$ cat src/rtl/dsm_ctrl_pkg.sv
// dsm_ctrl_pkg: shared widths, state codes and modulator-reset length for the DSM sequencer
package dsm_ctrl_pkg;
  localparam int OSR_W_DEF = 16;
  localparam int SET_W_DEF = 8;
  localparam int MRST_LEN = 2;
  typedef logic [2:0] state_t;
  localparam state_t ST_IDLE   = 3'd0;
  localparam state_t ST_MRST   = 3'd1;
  localparam state_t ST_SETTLE = 3'd2;
  localparam state_t ST_INTEG  = 3'd3;
  localparam state_t ST_DONE   = 3'd4;
endpackage

$ cat src/rtl/dsm_sinc1_acc.sv
// dsm_sinc1_acc: signed +/-1 integrator for the modulator bitstream
module dsm_sinc1_acc #(
  parameter int RES_W = 17
) (
  input  logic                    clk,
  input  logic                    rst,
  input  logic                    clr_i,
  input  logic                    en_i,
  input  logic                    bit_i,
  output logic signed [RES_W-1:0] acc_o,
  output logic signed [RES_W-1:0] sum_o
);
  logic signed [RES_W-1:0] acc_q;
  assign acc_o = acc_q;
  assign sum_o = acc_q + (bit_i ? {{(RES_W-1){1'b0}}, 1'b1} : {RES_W{1'b1}});
  // Clear wins over accumulate so a new window never inherits the old sum
  always_ff @(posedge clk)
    if (rst || clr_i) acc_q <= '0;
    else if (en_i) acc_q <= sum_o;
endmodule

$ cat src/rtl/dsm_conv_ctrl.sv
// dsm_conv_ctrl: reset/settle/integrate sequencer with start/busy/done handshake
module dsm_conv_ctrl
  import dsm_ctrl_pkg::*;
#(
  parameter int OSR_W = OSR_W_DEF,
  parameter int SET_W = SET_W_DEF,
  parameter int RES_W = OSR_W + 1
) (
  input  logic                    clk,
  input  logic                    rst,
  input  logic                    start,
  input  logic                    abort,
  input  logic                    cont,
  input  logic [OSR_W-1:0]        osr,
  input  logic [SET_W-1:0]        settle,
  input  logic                    dsm_bit,
  output logic                    dsm_rstx,
  output logic                    busy,
  output logic                    done,
  output logic signed [RES_W-1:0] result
);
  localparam int CNT_W = OSR_W > SET_W ? OSR_W : SET_W;
  state_t state_q, state_d;
  logic [CNT_W-1:0] cnt_q, cnt_d;
  logic [OSR_W-1:0] osr_q, osr_d;
  logic [SET_W-1:0] set_q, set_d;
  logic signed [RES_W-1:0] result_q, res_d, acc, sum;
  logic clr;
  dsm_sinc1_acc #(.RES_W(RES_W)) u_acc (
    .clk   (clk),
    .rst   (rst),
    .clr_i (clr),
    .en_i  (state_q == ST_INTEG),
    .bit_i (dsm_bit),
    .acc_o (acc),
    .sum_o (sum)
  );
  assign dsm_rstx = state_q == ST_SETTLE || state_q == ST_INTEG || state_q == ST_DONE;
  assign busy = state_q != ST_IDLE;
  assign done = state_q == ST_DONE;
  assign result = result_q;
  // Next state: the counter holds remaining cycles minus one of the current phase
  always_comb begin
    state_d = state_q;
    cnt_d = cnt_q;
    osr_d = osr_q;
    set_d = set_q;
    res_d = result_q;
    clr = 1'b0;
    if (abort && state_q != ST_IDLE) state_d = ST_IDLE;
    else case (state_q)
      ST_IDLE: if (start) begin
        state_d = ST_MRST;
        cnt_d = CNT_W'(MRST_LEN - 1);
        osr_d = osr;
        set_d = settle;
        clr = 1'b1;
      end
      ST_MRST, ST_SETTLE: if (cnt_q != '0) cnt_d = cnt_q - CNT_W'(1);
      else if (state_q == ST_MRST && set_q != '0) begin
        state_d = ST_SETTLE;
        cnt_d = CNT_W'(set_q) - CNT_W'(1);
      end else begin
        state_d = osr_q != '0 ? ST_INTEG : ST_DONE;
        cnt_d = CNT_W'(osr_q) - CNT_W'(1);
        res_d = osr_q != '0 ? result_q : acc;
      end
      ST_INTEG: if (cnt_q != '0) cnt_d = cnt_q - CNT_W'(1);
      else begin
        state_d = ST_DONE;
        res_d = sum;
      end
      ST_DONE: if (cont) begin
        osr_d = osr;
        clr = 1'b1;
        state_d = osr != '0 ? ST_INTEG : ST_DONE;
        cnt_d = CNT_W'(osr) - CNT_W'(1);
        res_d = osr != '0 ? result_q : '0;
      end else state_d = ST_IDLE;
      default: state_d = ST_IDLE;
    endcase
  end
  // State, counters, latched config and result register
  always_ff @(posedge clk)
    if (rst) begin
      state_q <= ST_IDLE;
      cnt_q <= '0;
      osr_q <= '0;
      set_q <= '0;
      result_q <= '0;
    end else begin
      state_q <= state_d;
      cnt_q <= cnt_d;
      osr_q <= osr_d;
      set_q <= set_d;
      result_q <= res_d;
    end
endmodule
$ cat config.mk
export PLATFORM = sky130hd
export DESIGN_NAME = dsm_conv_ctrl
export DESIGN_NICKNAME = d
export VERILOG_FILES = /design/src/rtl/dsm_ctrl_pkg.sv /design/src/rtl/dsm_sinc1_acc.sv /design/src/rtl/dsm_conv_ctrl.sv
export SDC_FILE = /design/constraint.sdc
export NUM_CORES = 1
export LEC_CHECK = 0
export CAP_MARGIN = 0
export CORE_ASPECT_RATIO = 1.2
export CORE_MARGIN = 5
export CORE_UTILIZATION = 54
export CTS_BUF_LIST = sky130_fd_sc_hd__clkbuf_4 sky130_fd_sc_hd__clkbuf_8
export DETAILED_ROUTE_END_ITERATION = 10
export PLACE_DENSITY_LB_ADDON = 0.08
export SKIP_LAST_GASP = 1
export SYNTH_ARGS = -nofsm -noshare
export SYNTH_HDL_FRONTEND = slang
export SYNTH_SLANG_ARGS = --single-unit
export TNS_END_PERCENT = 5
$ cat constraint.sdc
create_clock -name clk -period 3.1 [get_ports clk]
set_input_delay 0.62 -clock clk [delete_from_list [all_inputs] [get_ports clk]]
set_output_delay 0.62 -clock clk [all_outputs]
set_load 0.005 [all_outputs]
Word level (Yosys, flattened, before mapping):

Index checks and enable logic that the tools add are counted.

* bits in registers: 77
* output and inout bits: 20

* multiplexer cells: 29
* bitwise logic cells: 1
* reductions and logical operators: 21
* add/subtract/negate cells: 5
* eq/ne operators: 12

Operator list (count)
* $mux 17: 7
* $mux 16: 7
* $pmux 16 s4: 1
* $pmux 17 s3: 1
* $reduce_bool 16->1: 3
* $sub 16x1->16 const B: 3
* $pmux 16 s2: 1
* $mux 3: 7
* $add 17x17->17: 1
* $ne 2x2->1 const B: 8
* $pmux 3 s4: 1
* $sub 8x1->9 const B: 1
* $reduce_and 8->1: 1
* $reduce_bool 8->1: 1
* $eq 3x2->1 const B: 2
* $reduce_and 3->1: 2
* $reduce_bool 3->1: 2
* $reduce_and 5->1: 1
* $reduce_and 4->1: 1
* $reduce_bool 4->1: 1
* $reduce_or 2->1: 2
* $eq 3x1->1 const B: 1
* $eq 3x3->1 const B: 1
* $logic_not 3->1: 1
* 6 further kinds: 11

Depth between registers and ports, before layout:

Gate-level depths: netlist of the first run.

* depth in word-level cells: 5
* depth in mapped cells: 11

By module:

A second synthesis of the first run with hierarchy kept.

* cells, all modules: 672
* area total of the unflattened synthesis: 5380.2 sq um

Modules (own cells, without submodules)
* dsm_conv_ctrl: times used 1, cells an instance 502, area each 3937.5 sq um
* dsm_sinc1_acc: times used 1, cells an instance 170, area each 1442.6 sq um

Least setup slack after synthesis of the first run:

OpenSTA, ideal clock, no wires.

* path type: input port to flip-flop
* from: input port dsm_bit
* to: register result_q[11], in the netlist result[11]
* setup slack: 0.383 ns
* data arrival time: 2.626 ns
* path buffers: 0
* stages on the path: 8
* required time: 3.009 ns
* library setup time: 0.091 ns
* path through: inv_1 > ha_1 > a211oi_1 > o21ai_0 > a41oi_1 > nor4b_1 > nor3_1 > a311oi_1

* cells in the longest elaborated chain, start to end: 4

Ends and longest elaborated chain
* start: declaration: line dsm_conv_ctrl.sv:16 `input logic dsm_bit,`
* $mux 17: line dsm_sinc1_acc.sv:15 `assign sum_o = acc_q + (bit_i ? {{(RES_W-1){1'b0}}, 1'b1} : {RES_W{1'b1}});`
* $add 17x17->17: line dsm_sinc1_acc.sv:15
* $mux 17: line dsm_conv_ctrl.sv:68 `ST_INTEG: if (cnt_q != '0) cnt_d = cnt_q - CNT_W'(1);`
* $pmux 17 s3: line dsm_conv_ctrl.sv:51 `else case (state_q)`
* end signal: assignment: line dsm_conv_ctrl.sv:96 `result_q <= res_d;`
* end: declaration: line dsm_conv_ctrl.sv:27 `logic signed [RES_W-1:0] result_q, res_d, acc, sum;`

No other way between the ends. The select of a mux whose other input is x is not followed.
A chain may end at the register's enable or synchronous reset.

Final worst setup path of the first run:

* from: input port dsm_bit
* to: register result_q[15], in the netlist result[15]

The elaborated chain is that of the path after synthesis.

==> results of run 1 <==
[sequential cells by signal (all words and copies together) (netlist names)]
register,cells
set_q,8
state_q,3
u_acc.acc_o,17
result,17
cnt_q,16
osr_q,16
[through the flow]
| step | instances | utilization [%] | TNS, ns | hold WS, ns |
|---|---|---|---|---|
| after global placement | 899 | 65.94 | -0.8396 | 0.4434 |
| final | 915 | 68.27 | 0 | 0.4538 |
| after global routing | 915 | 68.27 | 0 | 0.4966 |
| after detailed placement | 899 | 65.94 | -1.351 | 0.4459 |
| after CTS | 915 | 68.27 | 0 | 0.4547 |
| after floorplan | 702 | - | 0 | 0.4482 |
[worst paths after layout]
kind	to	slack, ns
setup / recovery	result[15]	0.11
hold / removal	result[1]	0.45
setup reg to reg	result[8]	0.47
hold reg to reg	result[1]	0.45
[layer usage]
layer	vias up	share of wire (%)	track usage (%)
li1	2758	-	-
met1	2568	39	28.63
met2	164	52	48.56
met3	50	3.9	4.094
met4	0	4.6	15.54
met5	-	0	0
[critical path: cells and delay by family]
kind	cells	cell delay [ns]
fa+ha+maj	1	0.33
buf+inv	3	0.74
mux	1	0.27
compound gates	5	1.26
[cells in the mapped netlist (6+ instances only)]
library cell / instances
nand4_1: 10
a211oi_1: 14
nand2_1: 85
xor2_1: 18
ha_1: 21
nor2_1: 85
clkbuf_1: 30
nor4_1: 13
o21ai_0: 34
a21o_1: 7
nand3_1: 15
dfxtp_1: 77
nor2b_1: 6
a221oi_1: 6
a21oi_1: 58
o211ai_1: 8
xnor2_1: 23
buf_2: 6
nor3_1: 23
inv_1: 17
or4_1: 7
mux2i_1: 16
and2_1: 6
o31ai_1: 7
a311oi_1: 12
or3_1: 8
[kinds of logic after synthesis]
kind of cell	after synthesis
and+or+nand+nor	290
AOI/OAI and AO/OA	198
DFF	77
buffers and inverters	58
xor gates and xnor gates	41
adders and majority gates	22
muxes	16
[power by group]
group,internal (mW),leakage (nW),switching (mW),total [mW]
clock network,0.474,0.112,0.401,0.875
logic,1.08,1.75,1.40,2.48
registers,1.16,0.627,0.221,1.38
[cell type report]
| type | instances | area share [%] |
|---|---|---|
| Clock buffer | 10 | 2.097 |
| Multi-Input combinational cell | 567 | 54.45 |
| Tap cell | 123 | 2.345 |
| Timing Repair Buffer | 115 | 15.33 |
| Sequential cell | 77 | 23.49 |
| Inverter | 17 | 0.9724 |
| Clock inverter | 6 | 1.316 |
[cell usage in the layout (no fill, tap or decap), drive strengths merged, types with 4 or more instances in the layout]
master / netlist / routed
nand2: 85 / 85
or4: 8 / 8
mux2i: 16 / 16
nand3: 15 / 15
or3: 9 / 9
a31oi: 5 / 5
a21o: 7 / 7
nor4b: 4 / 4
a21oi: 58 / 58
buf: 10 / 67
dfxtp: 77 / 77
nor2b: 6 / 6
nor2: 88 / 88
o22ai: 4 / 4
and2: 6 / 6
xor2: 18 / 18
clkdlybuf4s50: 0 / 48
nand4: 10 / 10
inv: 17 / 17
or2: 4 / 4
a311oi: 15 / 15
nor3: 25 / 25
nor4: 15 / 15
a22oi: 4 / 4
ha: 21 / 21
a211oi: 16 / 16
o211ai: 8 / 8
a221oi: 6 / 6
nand3b: 4 / 4
o21ai: 35 / 35
o31ai: 7 / 7
clkbuf: 31 / 10
xnor2: 23 / 23
==> metrics.md, run 1 <==
| Metric | Value |
|---|---|
| Final Wtd Congestion | 0.9350 |
| Final slew viol count | 0 |
| Max Root-Sink Buffers | 2 |
| Most frequently used flop master after synthesis | dfxtp_1 |
| Post-synthesis xor/xnor area fraction | between 6 and 7% |
| Total number of nets in the final design | ~840 |
| Number of fill cells | a little over 800 |
| Routed Antenna Nets | 0 |
| Logic depth of the worst register-to-register path | 9 |
| Clock network latency to the later pin of the worst-skew pair | about 0.37 ns |
| Arrival time of the worst setup path | about 3.2 ns |
| TritonCTS clock tree | done |
| Largest cells by area after synthesis | dfxtp_1, nand2_1, nor2_1, a21oi_1, ha_1 |
| # IOs | 50 |
| Power density cells | ~720 nW/um^2 |
| Worst min-delay path category | register to register |
| Async set or reset register ratio after synthesis | 0% |
| Avg Inst Size Synth | between 7 and 8 um^2 |
| Area enclosed by the die boundary | between 10,000 and 15,000 um^2 |
| Dominant combinational cell family by area after synthesis | simple AND/OR/NAND/NOR gates |
| Share of final-layout standard cells stronger than drive strength 1 | 13.64% |
| All-layer global routing usage | 26.71% |
| Crit. Startpoint | dsm_bit |
| Average wire per cell in the routed design | roughly 18 um |
| Clock period minus final worst setup slack | ~3.0 ns |
| Area share of the largest cell type after synthesis | around 29% |
| Total area of multi-input combinational cells | between 3000 and 4000 um^2 |
| Residual overflow from global routing | 0 |
| CP Data Required Time | approximately 3.3 ns |
| Critical Path End Type | register |
| Drt first pass iters | 5 |
| Core area | approximately 9600 um^2 |
| First-pass GRT wire length | around 26,000 um |
| Input/output buffers | roughly 50 |
| Part of the cycle the worst path needs | approximately 96% |
| Post-synth design cell area | 5365 um^2 |
| Final setup slack of the worst path | 0.1107 ns |
| DRC errors left | 0 |
| Largest voltage drop on the vdd net | 392.1 uV |
| Root Buffer Master | clkbuf_8 |
| Actual slew at the worst max-slew pin | a little over 0.7 ns |
| Worst Path Class, Setup | input port to register |
| Reported max-cap violation count | 0 |
| Critical path launch point type | input port |
| Worst max-slew margin expressed relative to the limit | around 53% |
| Vias in the first global route | ~5,400 |
| Avg Vias per Cell | about 6 |
| RR Startpoint | cnt_q[0] |
| Resized Gates After CTS | 0 |
| Placed standard-cell area | approximately 6300 um^2 |
| Delay of the slowest cell on the worst path | 0.48 ns |
| Count of final hold-check violations | 0 |
| Clock Pin Slew Worst Setup and Hold Paths | roughly 0.080 ns |
| Number of flops mapped to enable cells by yosys | 0 |
| Clock buffer count from CTS | 9 |
| Overall routed net length | 16,110 um |
| Flops & latches, synth | between 70 and 80 |
| Syn-to-layout area delta | 22.32% |
| Area leader, netlist | dfxtp_1 |
| Initial antenna violation count | 0 |
| Compound-cell area share of the yosys netlist | between 20% and 30% |
| Post-synthesis sequential area ratio | roughly 29% |
| Synth Area in Simple Gates | about a quarter |
| Synthesized-area fraction occupied by adder cells | about 5.3% |
| Post-CTS setup-driven buffer insertion count | 0 |
| Power consumption | about 4.7 mW |
| Final setup skew | ~0.0073 ns |
| Pin count of the biggest net entering global routing | 37 |
| Max H-tree Level | 3 |
| Warning count from the yosys run | 0 |
| Highest fanout seen on the critical path | 4 |
| Initial Utilization | between 50% and 60% |
| Setup slack after placement | -0.2200 ns |
| Clock sinks | 77 |
| Highest Clock Rate | 334.5 MHz |
| Via count | between 5,000 and 6,000 |
| Violation count after the first detailed-routing iteration | about 300 |
| Std-Cell Rows | 39 |
| Die extent in y | around 120 um |
| Share of synthesized area spent on multiplexers | 2.985% |
| Run status | complete, no violations |
| Leakage power summed over all cells | 2.491 nW |
| Register Area | 1541 um^2 |
| Crit-path cells | clkdlybuf4s50_1, inv_1, ha_1, o21ai_0, o21ai_0, a41oi_1, o41ai_1, buf_4, mux2i_1, a311oi_2 |
| Most repeated library cell on the critical path | o21ai_0 |
| Post-synth cell types | 75 |
| HPWL after detailed placement | ~12,000 um |
| Count of endpoints failing setup in the final report | 0 |
| Synthesized Nets | ~750 |
| Cell at the slowest stage of the critical path | clkdlybuf4s50_1 |
| Chip Width | 101.0 um |
| RSZ-0062 raised after global routing | no |
| Number of standard cells after synthesis | around 700 |
| Diode insertion count for antenna repair | 0 |
| Hold path depth | 2 |
| Fin area | ~6600 um^2 |
| Hold path startpoint | result[1] |
| CTS hold repair buffers | 0 |
(Power assumes the default switching activity.)
==> run 2: changes to the inputs <==
--- a/config.mk
+++ b/config.mk
@@ -6,9 +6,11 @@
 export NUM_CORES = 1
 export LEC_CHECK = 0
 export CAP_MARGIN = 0
+export CELL_PAD_IN_SITES_DETAIL_PLACEMENT = 0
+export CELL_PAD_IN_SITES_GLOBAL_PLACEMENT = 1
 export CORE_ASPECT_RATIO = 1.2
 export CORE_MARGIN = 5
-export CORE_UTILIZATION = 54
+export CORE_UTILIZATION = 44
 export CTS_BUF_LIST = sky130_fd_sc_hd__clkbuf_4 sky130_fd_sc_hd__clkbuf_8
 export DETAILED_ROUTE_END_ITERATION = 10
 export PLACE_DENSITY_LB_ADDON = 0.08
==> run 2 against run 1 <==
Critical path depth stayed put. Sequential share of layout area is 0.36 points lower. Sequential power hardly changed. Critical path type unchanged. Largest cell class unchanged. Largest power group unchanged.
==> metrics.md, run 2 (same netlist as run 1, synthesis figures left out) <==
| Metric | Value |
|---|---|
| Core area | 12,060 um^2 (+25%) |
| Internal reg-to-reg setup slack | 0.33 ns (-0.14 ns) |
| Hold Path Sink | result[1] |
| Leakage power summed over all cells | 2.518 nW (+1.1%) |
| Residual overflow from global routing | 0 (unchanged) |
| Logic depth of the worst register-to-register path | 8 (-1) |
| Hold path startpoint | result[1] |
| Part of the cycle the worst path needs | 96.11% (-0.32 points) |
| DRC errors left | 0 (unchanged) |
| Highest fanout seen on the critical path | 6 (+2) |
| WHS | 0.4711 ns (+0.01720 ns) |
| Actual slew at the worst max-slew pin | 0.8079 ns (+0.1022 ns) |
| Worst Path Class, Setup | input port to register |
| Highest-count cells in the layout ignoring fill and taps | nand2_1, nor2_1, dfxtp_1 |
| Delay of the slowest cell on the worst path | 0.61 ns (+0.13 ns) |
| Highest Clock Rate | 335.6 MHz (+0.33%) |
| Total buffers and inverters traversed by the critical path | 3 (unchanged) |
| Number of fill cells | 1,171 (+45%) |
| Chip Width | 110.8 um (+9.7%) |
| Clock buffer count from CTS | 9 (unchanged) |
| HPWL after detailed placement | 12,800 um (+4.3%) |
| Count of endpoints failing setup in the final report | 0 (unchanged) |
| CTS hold repair buffers | 0 (unchanged) |
| Crit-path cells | clkdlybuf4s50_1, inv_1, ha_1, nor2b_1, o31ai_1, a211oi_1, buf_4, o21ai_0, nand3b_1, a311oi_1 |
| Worst max-slew margin expressed relative to the limit | 46.14% (-6.4 points) |
| Routed Antenna Nets | 0 (unchanged) |
| Final Wtd Congestion | 0.9012 (-3.6%) |
| Violation count after the first detailed-routing iteration | 296 (-1.7%) |
| Initial antenna violation count | 0 (unchanged) |
| CP delay by family, top | compound AO/OA/AOI/OAI gates |
| Cell at the slowest stage of the critical path | o31ai_1 |
| Root Buffer Master | clkbuf_8 |
| TritonCTS clock tree | done |
| Clock network latency to the later pin of the worst-skew pair | 0.36 ns (about the same) |
| Critical Path End Type | register |
| Average wire per cell in the routed design | 17.44 um (-0.98%) |
| Diode insertion count for antenna repair | 0 (unchanged) |
| Final setup skew | 0.01005 ns (+0.002790 ns) |
| Power consumption | 4.770 mW (+0.60%) |
| Initial Utilization | 44.50% (-11 points) |
| Pin count of the biggest net entering global routing | 35 (-5.4%) |
| Worst min-delay path category | register to register |
| RSZ-0062 raised after global routing | yes |
| Endpoint of the worst-slack reg-to-reg timing path | cnt_q[7] |
| Clock Pin Slew Worst Setup and Hold Paths | 0.08 ns (about the same) |
| Vias in the first global route | 5,432 (+0.24%) |
| First-pass GRT wire length | 26,680 um (+3.4%) |
| Final slew viol count | 0 (unchanged) |
| Count of final hold-check violations | 0 (unchanged) |
| All-layer global routing usage | 22.85% (-3.9 points) |
| Clock sinks | 77 (unchanged) |
| RR Startpoint | cnt_q[0] |
| Reported max-cap violation count | 0 (unchanged) |
| # IOs | 50 (unchanged) |
| Clock period minus final worst setup slack | 2.979 ns (-0.009946 ns) |
| Total number of nets in the final design | 842 (+0.36%) |
| Max H-tree Level | 3 (unchanged) |
| Share of final-layout standard cells stronger than drive strength 1 | 14.34% (+0.70 points) |
| Avg Vias per Cell | 5.677 (-6.2%) |
| Power density cells | 715.7 nW/um^2 (-0.95%) |
| Input/output buffers | 49 (unchanged) |
| Via count | 5,427 (-2.0%) |
| CP Data Required Time | 3.35 ns (about the same) |
| Area enclosed by the die boundary | 14,510 um^2 (+21%) |
| Die extent in y | 131.0 um (+9.9%) |
| Syn-to-layout area delta | 24.23% |
| Overall routed net length | 16,670 um (+3.5%) |
| Std-Cell Rows | 44 (+13%) |
| Max Root-Sink Buffers | 2 (unchanged) |
| Drt first pass iters | 5 (unchanged) |
| Largest voltage drop on the vdd net | 312.9 uV (-20%) |
| Arrival time of the worst setup path | 3.23 ns (about the same) |
| Hold path depth | 2 (unchanged) |
| Critical path launch point type | input port |
| Run status | complete, no violations |
-- run 2: layout make-up --
cell class | instances | area (um^2) | share of cell area [%]
timing repair buffer | 118 | 1041 | 15.62
clock inverter | 2 | 38.79 | 0.5819
inverter | 17 | 63.81 | 0.9574
multi-input combinational | 567 | 3592 | 53.90
sequential | 77 | 1541 | 23.13
tap | 161 | 201.4 | 3.022
clock buffer | 14 | 186.4 | 2.797
-- run 2: worst max-delay path by stage --
stage	from	to	slack (ns)	depth (start not counted)
global route	dsm_bit	result[12]	-0.02	10
CTS	dsm_bit	result[15]	0.13	9
floorplan	dsm_bit	result[11]	0.38	8
global placement	dsm_bit	result[12]	-0.19	10
detailed placement	dsm_bit	result[11]	-0.38	10
finish	dsm_bit	result[12]	0.12	10
-- run 2: power by group --
group          total, mW  internal, mW  switching [mW]  leakage (nW)
clock              0.862         0.472           0.390         0.116
combinational       2.53          1.10            1.43          1.78
sequential          1.38          1.16           0.218         0.627
-- run 2: per-layer routing --
layer / wire length (um) / share of wire, % / up-vias / track usage [%]
li1: - / - / 2750 / -
met1: 6729 / 40 / 2522 / 24.32
met2: 8723 / 52 / 110 / 44.54
met3: 514 / 3.1 / 45 / 3.224
met4: 704 / 4.2 / 0 / 10.94
met5: 0 / 0 / - / 0
-- run 2: repair_timing --
item / CTS / global route
setup endpoints to repair: 1 / 5
gates resized for setup: 1 / 3
pin swaps: 0 / 1
setup buffers: 0 / 1
-- run 2: through the flow --
stage | utilization [%] | instance area [um^2] | TNS, ns | instances | setup WS (ns)
global placement | 53.20 | 6414 | -1.773 | 939 | -0.1916
floorplan | - | 5365 | 0 | 702 | 0.3828
finish | 55.28 | 6665 | 0 | 956 | 0.1206
CTS | 55.13 | 6646 | 0 | 955 | 0.1255
detailed placement | 53.20 | 6414 | -3.237 | 939 | -0.3803
global route | 55.28 | 6665 | -0.04910 | 956 | -0.02116
-- run 2: worst register-to-register path, cell delays in order, from the launching register on --
cell and delay [ns]:
dfxtp_1 0.36, inv_1 0.12, ha_1 0.20, nor4b_1 0.37, nand4_1 0.34, o22ai_1 0.71
nand2_1 0.18, o221a_2 0.17, a221oi_1 0.24
